**src/rtl/id_ex_stage_pkg.sv**
```systemverilog
// Shared pipeline definitions: ALUOp encodings, opcode constants and control-word layout.
package id_ex_stage_pkg;

  typedef enum logic [1:0] {
    ALU_RTYPE = 2'b00,
    ALU_ADD   = 2'b01,
    ALU_SUB   = 2'b10
  } aluOp_e;

  localparam logic [5:0] OP_RTYPE = 6'h00;
  localparam logic [5:0] OP_J     = 6'h02;
  localparam logic [5:0] OP_BEQ   = 6'h04;
  localparam logic [5:0] OP_ADDI  = 6'h08;
  localparam logic [5:0] OP_LW    = 6'h23;
  localparam logic [5:0] OP_SW    = 6'h2B;

  // Bit ordering of the control word, MSB first; shared with the decoder.
  typedef struct packed {
    logic RegDst;
    logic ALUSrc;
    logic MemtoReg;
    logic RegWrite;
    logic MemWrite;
    logic Branch;
    logic Jump;
    logic ExtOp;
    logic MemRead;
  } ctrl_t;

  localparam ctrl_t CTRL_BUBBLE = '0;

endpackage

```
**src/rtl/id_ex_stage_if.sv**
```systemverilog
// ID-to-EX bus: decoded instruction from ID and the registered copy held in EX.
interface id_ex_stage_if #(
  parameter int unsigned DATA_W = 32,
  parameter int unsigned REG_AW = 5
);
  logic              id_valid;
  logic              id_RegDst, id_ALUSrc, id_MemtoReg, id_RegWrite, id_MemWrite;
  logic              id_Branch, id_Jump, id_ExtOp, id_MemRead;
  logic [1:0]        id_ALUOp;
  logic [REG_AW-1:0] id_rs, id_rt, id_rd;
  logic [DATA_W-1:0] id_rs_data, id_rt_data, id_pc4;
  logic [15:0]       id_imm16;

  logic              ex_valid;
  logic              ex_RegDst, ex_ALUSrc, ex_MemtoReg, ex_RegWrite, ex_MemWrite;
  logic              ex_Branch, ex_Jump, ex_ExtOp, ex_MemRead;
  logic [1:0]        ex_ALUOp;
  logic [REG_AW-1:0] ex_rs, ex_rt, ex_rd;
  logic [DATA_W-1:0] ex_rs_data, ex_rt_data, ex_pc4, ex_imm;

  modport master (
    output id_valid, id_RegDst, id_ALUSrc, id_MemtoReg, id_RegWrite, id_MemWrite,
           id_Branch, id_Jump, id_ExtOp, id_MemRead, id_ALUOp,
           id_rs, id_rt, id_rd, id_rs_data, id_rt_data, id_pc4, id_imm16,
    input  ex_valid, ex_RegDst, ex_ALUSrc, ex_MemtoReg, ex_RegWrite, ex_MemWrite,
           ex_Branch, ex_Jump, ex_ExtOp, ex_MemRead, ex_ALUOp,
           ex_rs, ex_rt, ex_rd, ex_rs_data, ex_rt_data, ex_pc4, ex_imm
  );

  modport slave (
    input  id_valid, id_RegDst, id_ALUSrc, id_MemtoReg, id_RegWrite, id_MemWrite,
           id_Branch, id_Jump, id_ExtOp, id_MemRead, id_ALUOp,
           id_rs, id_rt, id_rd, id_rs_data, id_rt_data, id_pc4, id_imm16,
    output ex_valid, ex_RegDst, ex_ALUSrc, ex_MemtoReg, ex_RegWrite, ex_MemWrite,
           ex_Branch, ex_Jump, ex_ExtOp, ex_MemRead, ex_ALUOp,
           ex_rs, ex_rt, ex_rd, ex_rs_data, ex_rt_data, ex_pc4, ex_imm
  );
endinterface

```
**src/rtl/id_ex_stage_hazard_detect.sv**
```systemverilog
// Load-use hazard detection between the instruction in ID and a load held in EX.
module hazard_detect #(
  parameter int unsigned REG_AW = 5
) (
  input  logic              exValid,
  input  logic              exMemRead,
  input  logic [REG_AW-1:0] exRt,
  input  logic              idValid,
  input  logic              idJump,
  input  logic              idRegDst,
  input  logic              idBranch,
  input  logic              idMemWrite,
  input  logic [REG_AW-1:0] idRs,
  input  logic [REG_AW-1:0] idRt,
  input  logic              flush,
  output logic              stall
);
  logic usesRs;
  logic usesRt;
  logic rsHit;
  logic rtHit;

  always_comb begin
    usesRs = idValid & ~idJump;
    usesRt = idValid & (idRegDst | idBranch | idMemWrite);
    rsHit  = usesRs & (exRt == idRs);
    rtHit  = usesRt & (exRt == idRt);
    // r0 is never a real load destination, so it cannot create a dependency.
    stall  = exValid & exMemRead & (exRt != '0) & (rsHit | rtHit) & ~flush;
  end
endmodule

```
**src/rtl/id_ex_stage.sv**
```systemverilog
// ID/EX pipeline register with immediate extension, load-use bubble insertion and stall counter.
module id_ex_stage
  import id_ex_stage_pkg::*;
#(
  parameter int unsigned DATA_W = 32,
  parameter int unsigned REG_AW = 5,
  parameter int unsigned CNT_W  = 16
) (
  input  logic             clk,
  input  logic             rst,
  id_ex_stage_if.slave     bus,
  input  logic             flush,
  output logic             stall,
  output logic [CNT_W-1:0] stall_cnt
);
  ctrl_t             idCtrl;
  ctrl_t             exCtrl;
  aluOp_e            exAluOp;
  logic              exValid;
  logic [REG_AW-1:0] exRs, exRt, exRd;
  logic [DATA_W-1:0] exRsData, exRtData, exPc4, exImm;
  logic [DATA_W-1:0] idImm;
  logic [CNT_W-1:0]  stallCnt;

  assign idCtrl = '{
    RegDst:   bus.id_RegDst,
    ALUSrc:   bus.id_ALUSrc,
    MemtoReg: bus.id_MemtoReg,
    RegWrite: bus.id_RegWrite,
    MemWrite: bus.id_MemWrite,
    Branch:   bus.id_Branch,
    Jump:     bus.id_Jump,
    ExtOp:    bus.id_ExtOp,
    MemRead:  bus.id_MemRead
  };

  assign idImm = bus.id_ExtOp ? {{(DATA_W-16){bus.id_imm16[15]}}, bus.id_imm16}
                              : {{(DATA_W-16){1'b0}}, bus.id_imm16};

  hazard_detect #(.REG_AW(REG_AW)) uHazard (
    .exValid    (exValid),
    .exMemRead  (exCtrl.MemRead),
    .exRt       (exRt),
    .idValid    (bus.id_valid),
    .idJump     (bus.id_Jump),
    .idRegDst   (bus.id_RegDst),
    .idBranch   (bus.id_Branch),
    .idMemWrite (bus.id_MemWrite),
    .idRs       (bus.id_rs),
    .idRt       (bus.id_rt),
    .flush      (flush),
    .stall      (stall)
  );

  always_ff @(posedge clk) begin
    if (rst) begin
      exValid  <= 1'b0;
      exCtrl   <= CTRL_BUBBLE;
      exAluOp  <= ALU_RTYPE;
      exRs     <= '0;
      exRt     <= '0;
      exRd     <= '0;
      exRsData <= '0;
      exRtData <= '0;
      exPc4    <= '0;
      exImm    <= '0;
      stallCnt <= '0;
    end else begin
      // Data fields follow ID unconditionally; only valid/control are squashed on a bubble.
      exRs     <= bus.id_rs;
      exRt     <= bus.id_rt;
      exRd     <= bus.id_rd;
      exRsData <= bus.id_rs_data;
      exRtData <= bus.id_rt_data;
      exPc4    <= bus.id_pc4;
      exImm    <= idImm;
      if (flush || stall) begin
        exValid <= 1'b0;
        exCtrl  <= CTRL_BUBBLE;
        exAluOp <= ALU_RTYPE;
      end else begin
        exValid <= bus.id_valid;
        exCtrl  <= bus.id_valid ? idCtrl : CTRL_BUBBLE;
        exAluOp <= (bus.id_Jump || !bus.id_valid) ? ALU_RTYPE : aluOp_e'(bus.id_ALUOp);
      end
      if (stall && (stallCnt != '1)) stallCnt <= stallCnt + CNT_W'(1);
    end
  end

  assign bus.ex_valid    = exValid;
  assign bus.ex_RegDst   = exCtrl.RegDst;
  assign bus.ex_ALUSrc   = exCtrl.ALUSrc;
  assign bus.ex_MemtoReg = exCtrl.MemtoReg;
  assign bus.ex_RegWrite = exCtrl.RegWrite;
  assign bus.ex_MemWrite = exCtrl.MemWrite;
  assign bus.ex_Branch   = exCtrl.Branch;
  assign bus.ex_Jump     = exCtrl.Jump;
  assign bus.ex_ExtOp    = exCtrl.ExtOp;
  assign bus.ex_MemRead  = exCtrl.MemRead;
  assign bus.ex_ALUOp    = exAluOp;
  assign bus.ex_rs       = exRs;
  assign bus.ex_rt       = exRt;
  assign bus.ex_rd       = exRd;
  assign bus.ex_rs_data  = exRsData;
  assign bus.ex_rt_data  = exRtData;
  assign bus.ex_pc4      = exPc4;
  assign bus.ex_imm      = exImm;
  assign stall_cnt       = stallCnt;
endmodule
```
**src/flat_wrapper.sv**
```systemverilog
// flat-port wrapper written by rule: the top's interface ports become plain ports
module id_ex_stage_flat import id_ex_stage_pkg::*;
#(
  parameter int unsigned DATA_W = 32,
  parameter int unsigned REG_AW = 5,
  parameter int unsigned CNT_W  = 16
)
  (clk, rst, flush, stall, stall_cnt, bus_id_valid, bus_id_RegDst, bus_id_ALUSrc, bus_id_MemtoReg, bus_id_RegWrite, bus_id_MemWrite, bus_id_Branch, bus_id_Jump, bus_id_ExtOp, bus_id_MemRead, bus_id_ALUOp, bus_id_rs, bus_id_rt, bus_id_rd, bus_id_rs_data, bus_id_rt_data, bus_id_pc4, bus_id_imm16, bus_ex_valid, bus_ex_RegDst, bus_ex_ALUSrc, bus_ex_MemtoReg, bus_ex_RegWrite, bus_ex_MemWrite, bus_ex_Branch, bus_ex_Jump, bus_ex_ExtOp, bus_ex_MemRead, bus_ex_ALUOp, bus_ex_rs, bus_ex_rt, bus_ex_rd, bus_ex_rs_data, bus_ex_rt_data, bus_ex_pc4, bus_ex_imm);
  id_ex_stage_if #(.DATA_W(DATA_W), .REG_AW(REG_AW)) bus_i ();
  input  logic clk;
  input  logic rst;
  input  logic flush;
  output logic stall;
  output logic [CNT_W-1:0] stall_cnt;
  input wire logic [$bits(bus_i.id_valid)-1:0] bus_id_valid;
  input wire logic [$bits(bus_i.id_RegDst)-1:0] bus_id_RegDst;
  input wire logic [$bits(bus_i.id_ALUSrc)-1:0] bus_id_ALUSrc;
  input wire logic [$bits(bus_i.id_MemtoReg)-1:0] bus_id_MemtoReg;
  input wire logic [$bits(bus_i.id_RegWrite)-1:0] bus_id_RegWrite;
  input wire logic [$bits(bus_i.id_MemWrite)-1:0] bus_id_MemWrite;
  input wire logic [$bits(bus_i.id_Branch)-1:0] bus_id_Branch;
  input wire logic [$bits(bus_i.id_Jump)-1:0] bus_id_Jump;
  input wire logic [$bits(bus_i.id_ExtOp)-1:0] bus_id_ExtOp;
  input wire logic [$bits(bus_i.id_MemRead)-1:0] bus_id_MemRead;
  input wire logic [$bits(bus_i.id_ALUOp)-1:0] bus_id_ALUOp;
  input wire logic [$bits(bus_i.id_rs)-1:0] bus_id_rs;
  input wire logic [$bits(bus_i.id_rt)-1:0] bus_id_rt;
  input wire logic [$bits(bus_i.id_rd)-1:0] bus_id_rd;
  input wire logic [$bits(bus_i.id_rs_data)-1:0] bus_id_rs_data;
  input wire logic [$bits(bus_i.id_rt_data)-1:0] bus_id_rt_data;
  input wire logic [$bits(bus_i.id_pc4)-1:0] bus_id_pc4;
  input wire logic [$bits(bus_i.id_imm16)-1:0] bus_id_imm16;
  output wire logic [$bits(bus_i.ex_valid)-1:0] bus_ex_valid;
  output wire logic [$bits(bus_i.ex_RegDst)-1:0] bus_ex_RegDst;
  output wire logic [$bits(bus_i.ex_ALUSrc)-1:0] bus_ex_ALUSrc;
  output wire logic [$bits(bus_i.ex_MemtoReg)-1:0] bus_ex_MemtoReg;
  output wire logic [$bits(bus_i.ex_RegWrite)-1:0] bus_ex_RegWrite;
  output wire logic [$bits(bus_i.ex_MemWrite)-1:0] bus_ex_MemWrite;
  output wire logic [$bits(bus_i.ex_Branch)-1:0] bus_ex_Branch;
  output wire logic [$bits(bus_i.ex_Jump)-1:0] bus_ex_Jump;
  output wire logic [$bits(bus_i.ex_ExtOp)-1:0] bus_ex_ExtOp;
  output wire logic [$bits(bus_i.ex_MemRead)-1:0] bus_ex_MemRead;
  output wire logic [$bits(bus_i.ex_ALUOp)-1:0] bus_ex_ALUOp;
  output wire logic [$bits(bus_i.ex_rs)-1:0] bus_ex_rs;
  output wire logic [$bits(bus_i.ex_rt)-1:0] bus_ex_rt;
  output wire logic [$bits(bus_i.ex_rd)-1:0] bus_ex_rd;
  output wire logic [$bits(bus_i.ex_rs_data)-1:0] bus_ex_rs_data;
  output wire logic [$bits(bus_i.ex_rt_data)-1:0] bus_ex_rt_data;
  output wire logic [$bits(bus_i.ex_pc4)-1:0] bus_ex_pc4;
  output wire logic [$bits(bus_i.ex_imm)-1:0] bus_ex_imm;
  assign bus_i.id_valid = bus_id_valid;
  assign bus_i.id_RegDst = bus_id_RegDst;
  assign bus_i.id_ALUSrc = bus_id_ALUSrc;
  assign bus_i.id_MemtoReg = bus_id_MemtoReg;
  assign bus_i.id_RegWrite = bus_id_RegWrite;
  assign bus_i.id_MemWrite = bus_id_MemWrite;
  assign bus_i.id_Branch = bus_id_Branch;
  assign bus_i.id_Jump = bus_id_Jump;
  assign bus_i.id_ExtOp = bus_id_ExtOp;
  assign bus_i.id_MemRead = bus_id_MemRead;
  assign bus_i.id_ALUOp = bus_id_ALUOp;
  assign bus_i.id_rs = bus_id_rs;
  assign bus_i.id_rt = bus_id_rt;
  assign bus_i.id_rd = bus_id_rd;
  assign bus_i.id_rs_data = bus_id_rs_data;
  assign bus_i.id_rt_data = bus_id_rt_data;
  assign bus_i.id_pc4 = bus_id_pc4;
  assign bus_i.id_imm16 = bus_id_imm16;
  assign bus_ex_valid = bus_i.ex_valid;
  assign bus_ex_RegDst = bus_i.ex_RegDst;
  assign bus_ex_ALUSrc = bus_i.ex_ALUSrc;
  assign bus_ex_MemtoReg = bus_i.ex_MemtoReg;
  assign bus_ex_RegWrite = bus_i.ex_RegWrite;
  assign bus_ex_MemWrite = bus_i.ex_MemWrite;
  assign bus_ex_Branch = bus_i.ex_Branch;
  assign bus_ex_Jump = bus_i.ex_Jump;
  assign bus_ex_ExtOp = bus_i.ex_ExtOp;
  assign bus_ex_MemRead = bus_i.ex_MemRead;
  assign bus_ex_ALUOp = bus_i.ex_ALUOp;
  assign bus_ex_rs = bus_i.ex_rs;
  assign bus_ex_rt = bus_i.ex_rt;
  assign bus_ex_rd = bus_i.ex_rd;
  assign bus_ex_rs_data = bus_i.ex_rs_data;
  assign bus_ex_rt_data = bus_i.ex_rt_data;
  assign bus_ex_pc4 = bus_i.ex_pc4;
  assign bus_ex_imm = bus_i.ex_imm;
  id_ex_stage #(.DATA_W(DATA_W), .REG_AW(REG_AW), .CNT_W(CNT_W)) u_core (.clk(clk), .rst(rst), .bus(bus_i), .flush(flush), .stall(stall), .stall_cnt(stall_cnt));
endmodule
```
**config.mk**
```make
export PLATFORM = sky130hd
export DESIGN_NAME = id_ex_stage_flat
export DESIGN_NICKNAME = d
export VERILOG_FILES = /design/src/rtl/id_ex_stage_pkg.sv /design/src/rtl/id_ex_stage_if.sv /design/src/rtl/id_ex_stage_hazard_detect.sv /design/src/rtl/id_ex_stage.sv /design/src/flat_wrapper.sv
export SDC_FILE = /design/constraint.sdc
export NUM_CORES = 1
export LEC_CHECK = 0
export BUFFER_PORTS_ARGS = -buffer_cell sky130_fd_sc_hd__buf_2
export CORE_AREA = 2 2 122 124
export DETAILED_ROUTE_END_ITERATION = 8
export DIE_AREA = 0 0 124 126
export GPL_TIMING_DRIVEN = 0
export PLACE_DENSITY = 0.74
export SETUP_SLACK_MARGIN = 0.15
export SKIP_CTS_REPAIR_TIMING = 1
export SYNTH_ARGS = -nofsm -noshare
export SYNTH_HDL_FRONTEND = slang
export SYNTH_SLANG_ARGS = --single-unit
```
**constraint.sdc**
```tcl
create_clock -name clk -period 2.57 [get_ports clk]
set_clock_uncertainty 0.05 [all_clocks]
set_input_delay 0.257 -clock clk [delete_from_list [all_inputs] [get_ports clk]]
set_output_delay 0.257 -clock clk [all_outputs]
set_load 0.01 [all_outputs]
```
==> results.cfg <==
[route]
dr.pass1.iters = 4
drt-initial-drc-count = 180
vias = 4369
wl_per_cell_um = 14.20
ant_nets = 0
vias_per_cell = 4.321
wirelength_mm = 14.36
route.detailed.drc = 0

[critical_path]
required_ns = 2.26
startpoint_type = flop
cp_slowest_cell = dfxtp_2
cp.arrival_ns = 1.99
max_stage_delay_ns = 0.39
crit_fanout = 10
end_kind = output pin
crit_type = reg -> out
r2r_cells = 6
path_cells = xnor2_1, nand4_1, o22a_2, buf_4, buf_4, nor3_2, buf_2
cpMostUsedCell = buf_4

[logic_synthesis]
synth_nets = 580
syn_area_um2 = 4908
synth_edf_count = 0
synth_top_area_share = 0.6362
synth.most_common_cell = dfxtp_1
synth_common_cells = 156 x dfxtp_1, 130 x nor2b_1, 18 x clkbuf_1
avgSynthCellArea_um2 = 11.23
seq_area_frac_synth = 0.6362
ys.flop_type = dfxtp_1
yosys.area.top_type = dfxtp_1
synth_cell_types = 37
yosys-top-cells-area = dfxtp_1 64%, nor2b_1 17%, buf_4 2.4%, and2_1 1.9%, xnor2_1 1.8%
synthArstFlopShare = 0
synth_warnings = 0
ys_ff_latch = 156
synthCells = 437

[timing]
whs_ns = -0.008735
rsz0062_at_grt = no
finalHoldViolCount = 12
slew_violations = 0
period_share = 0.8935
worst_pin_slew_ns = 0.6865
max_slew_margin = 0.5423
setup_tns_ns = 0
final-setup-viol-count = 0
layout_min_cycle_time_ns = 2.296
clock.fmax_mhz = 435.5

[grt]
grt_pass1_vias = 4015
grt_max_degree = 17
grt_pass1_wl_mm = 20.27
gr-total-overflow = 0
track_usage = 0.1737
antenna_found_initial = 2

[floorplan]
die-area_um2 = 15620
core_area_um2 = 14310
core.rowCount = 44
die_h_um = 126
boundaryPins = 314
die_w_um = 124
start_util = 0.3429

[clock_network]
tritoncts = yes
root_buffer = clkbuf_16
clkLatencyLatePin_ns = 0.42
cts_max_level = 4
clockBufferDepth = 2
cts.sinks = 156
clk_pin_slew_ns = 0.07
cts_made_buffers = 17

[power]
vdd_drop_max_uv = 393.4
power_leakage_nw = 3.765
pwr_density_cell_nw_per_um2 = 718.6

[final_layout]
areaGrowthSynthToFinish_pct = 58.55
utilization = 0.5437
final_cells = 1011
finalNetCount = 955
drive_above_1_share = 0.4618

[placement]
dpl.hpwl_mm = 10.78
port-buffer-count = 313
place_congestion = 0.8669
dp.cells = 934

[worst_hold_path]
hold_class = in -> reg
hold_depth = 2

[run]
maxCapViolCount = 0

[run_status]
violations = negative hold slack
outcome = complete, but fails checks
layer usage:
layer | vias up | part of all wire | GRT usage
met4 | 0 | 0.020 | 0.07072
met3 | 25 | 0.084 | 0.07020
met5 | - | 0 | 0
met2 | 205 | 0.52 | 0.2957
li1 | 2169 | - | -
met1 | 1970 | 0.38 | 0.1907
metrics by stage:
step | power (mW) | setup WS, ns | cell area [um2]
floorplan | 2.817 | 0.5964 | 4908
global placement | 3.069 | 0.3668 | 6705
detailed placement | 3.077 | 0.3320 | 6705
CTS | 5.581 | -0.03591 | 7301
global route | 5.817 | 0.1571 | 7782
finish | 5.593 | 0.2738 | 7782
report_power, final:
part / internal, mW / switching (mW)
logic: 0.282 / 0.233
clock network: 1.48 / 1.03
registers: 2.53 / 0.0349
critical path: cells and delay by family (launching register included):
kind	cells	cell delay (ns)
buffers and inverters	3	0.51
DFF	1	0.39
AOI/OAI and AO/OA	1	0.29
and+or+nand+nor	2	0.26
xor gates and xnor gates	1	0.13
cells by family (layout without fill, tap and decap cells):
family	count (synthesis)	after routing	share of synthesized area
AO/OA/AOI/OAI	34	34	0.04588
adder cells (fa/ha/maj)	1	1	0.002549
buffers and inverters	39	427	0.04257
flip-flops	156	156	0.6362
XOR/XNOR	10	10	0.01784
AND/OR/NAND/NOR	195	195	0.2496
other	0	2	0
multiplexers	2	2	0.005352
final cells by class:
| type | count | area (um2) |
|---|---|---|
| fillers | 1292 | 6531 |
| flip-flops and latches | 156 | 3132 |
| repair buffers | 356 | 1992 |
| multi-input cells | 242 | 1613 |
| clock buffers | 19 | 442.9 |
| well taps | 184 | 230.2 |
| plain buffers | 36 | 203.9 |
| clock inverters | 13 | 152.6 |
| inverters | 3 | 11.26 |
| diodes | 2 | 5.005 |
layout by cell type, fill, tap and decap left out, types with 3 or more instances in the layout:
| cell | instances |
|---|---|
| xnor2_2 | 3 |
| nor2b_1 | 130 |
| dlygate4sd3_1 | 41 |
| inv_1 | 3 |
| buf_2 | 314 |
| buf_4 | 20 |
| o21ai_0 | 7 |
| nor2_1 | 3 |
| inv_6 | 5 |
| or3_1 | 6 |
| dfxtp_2 | 4 |
| or4_1 | 7 |
| nand3_1 | 4 |
| clkbuf_1 | 18 |
| xnor2_1 | 7 |
| o31ai_1 | 6 |
| and2_1 | 15 |
| dfxtp_1 | 151 |
| a21oi_1 | 12 |
| nand2_1 | 5 |
| clkbuf_16 | 17 |
| nand4_1 | 11 |
sequential cells by signal (all words and copies together) (netlist names):
name	count
u_core.bus.ex_imm	17
u_core.bus.ex_MemtoReg	1
u_core.bus.ex_rt	5
u_core.bus.ex_valid	1
u_core.bus.ex_pc4	32
u_core.bus.ex_Branch	1
u_core.bus.ex_RegDst	1
u_core.bus.ex_ALUSrc	1
u_core.bus.ex_MemRead	1
u_core.bus.ex_rs	5
u_core.bus.ex_rs_data	32
u_core.bus.ex_ALUOp	2
u_core.bus.ex_Jump	1
u_core.bus.ex_ExtOp	1
u_core.bus.ex_MemWrite	1
u_core.bus.ex_rt_data	32
u_core.bus.ex_rd	5
u_core.bus.ex_RegWrite	1
u_core.stall_cnt	16
path summary, 6_finish.rpt:
path | startpoint | endpoint | slack, ns
worst max-delay path | u_core.bus.ex_rt[2]$_SDFF_PP0_ | stall | 0.27
worst min-delay path | bus_id_pc4[17] | u_core.bus.ex_pc4[17]$_SDFF_PP0_ | -0.009
worst max register to register | u_core.stall_cnt[0]$_SDFFE_PP0P_ | u_core.stall_cnt[8]$_SDFFE_PP0P_ | 0.41
worst min register to register | u_core.stall_cnt[5]$_SDFFE_PP0P_ | u_core.stall_cnt[5]$_SDFFE_PP0P_ | 0.44
(Power assumes the default switching activity.)
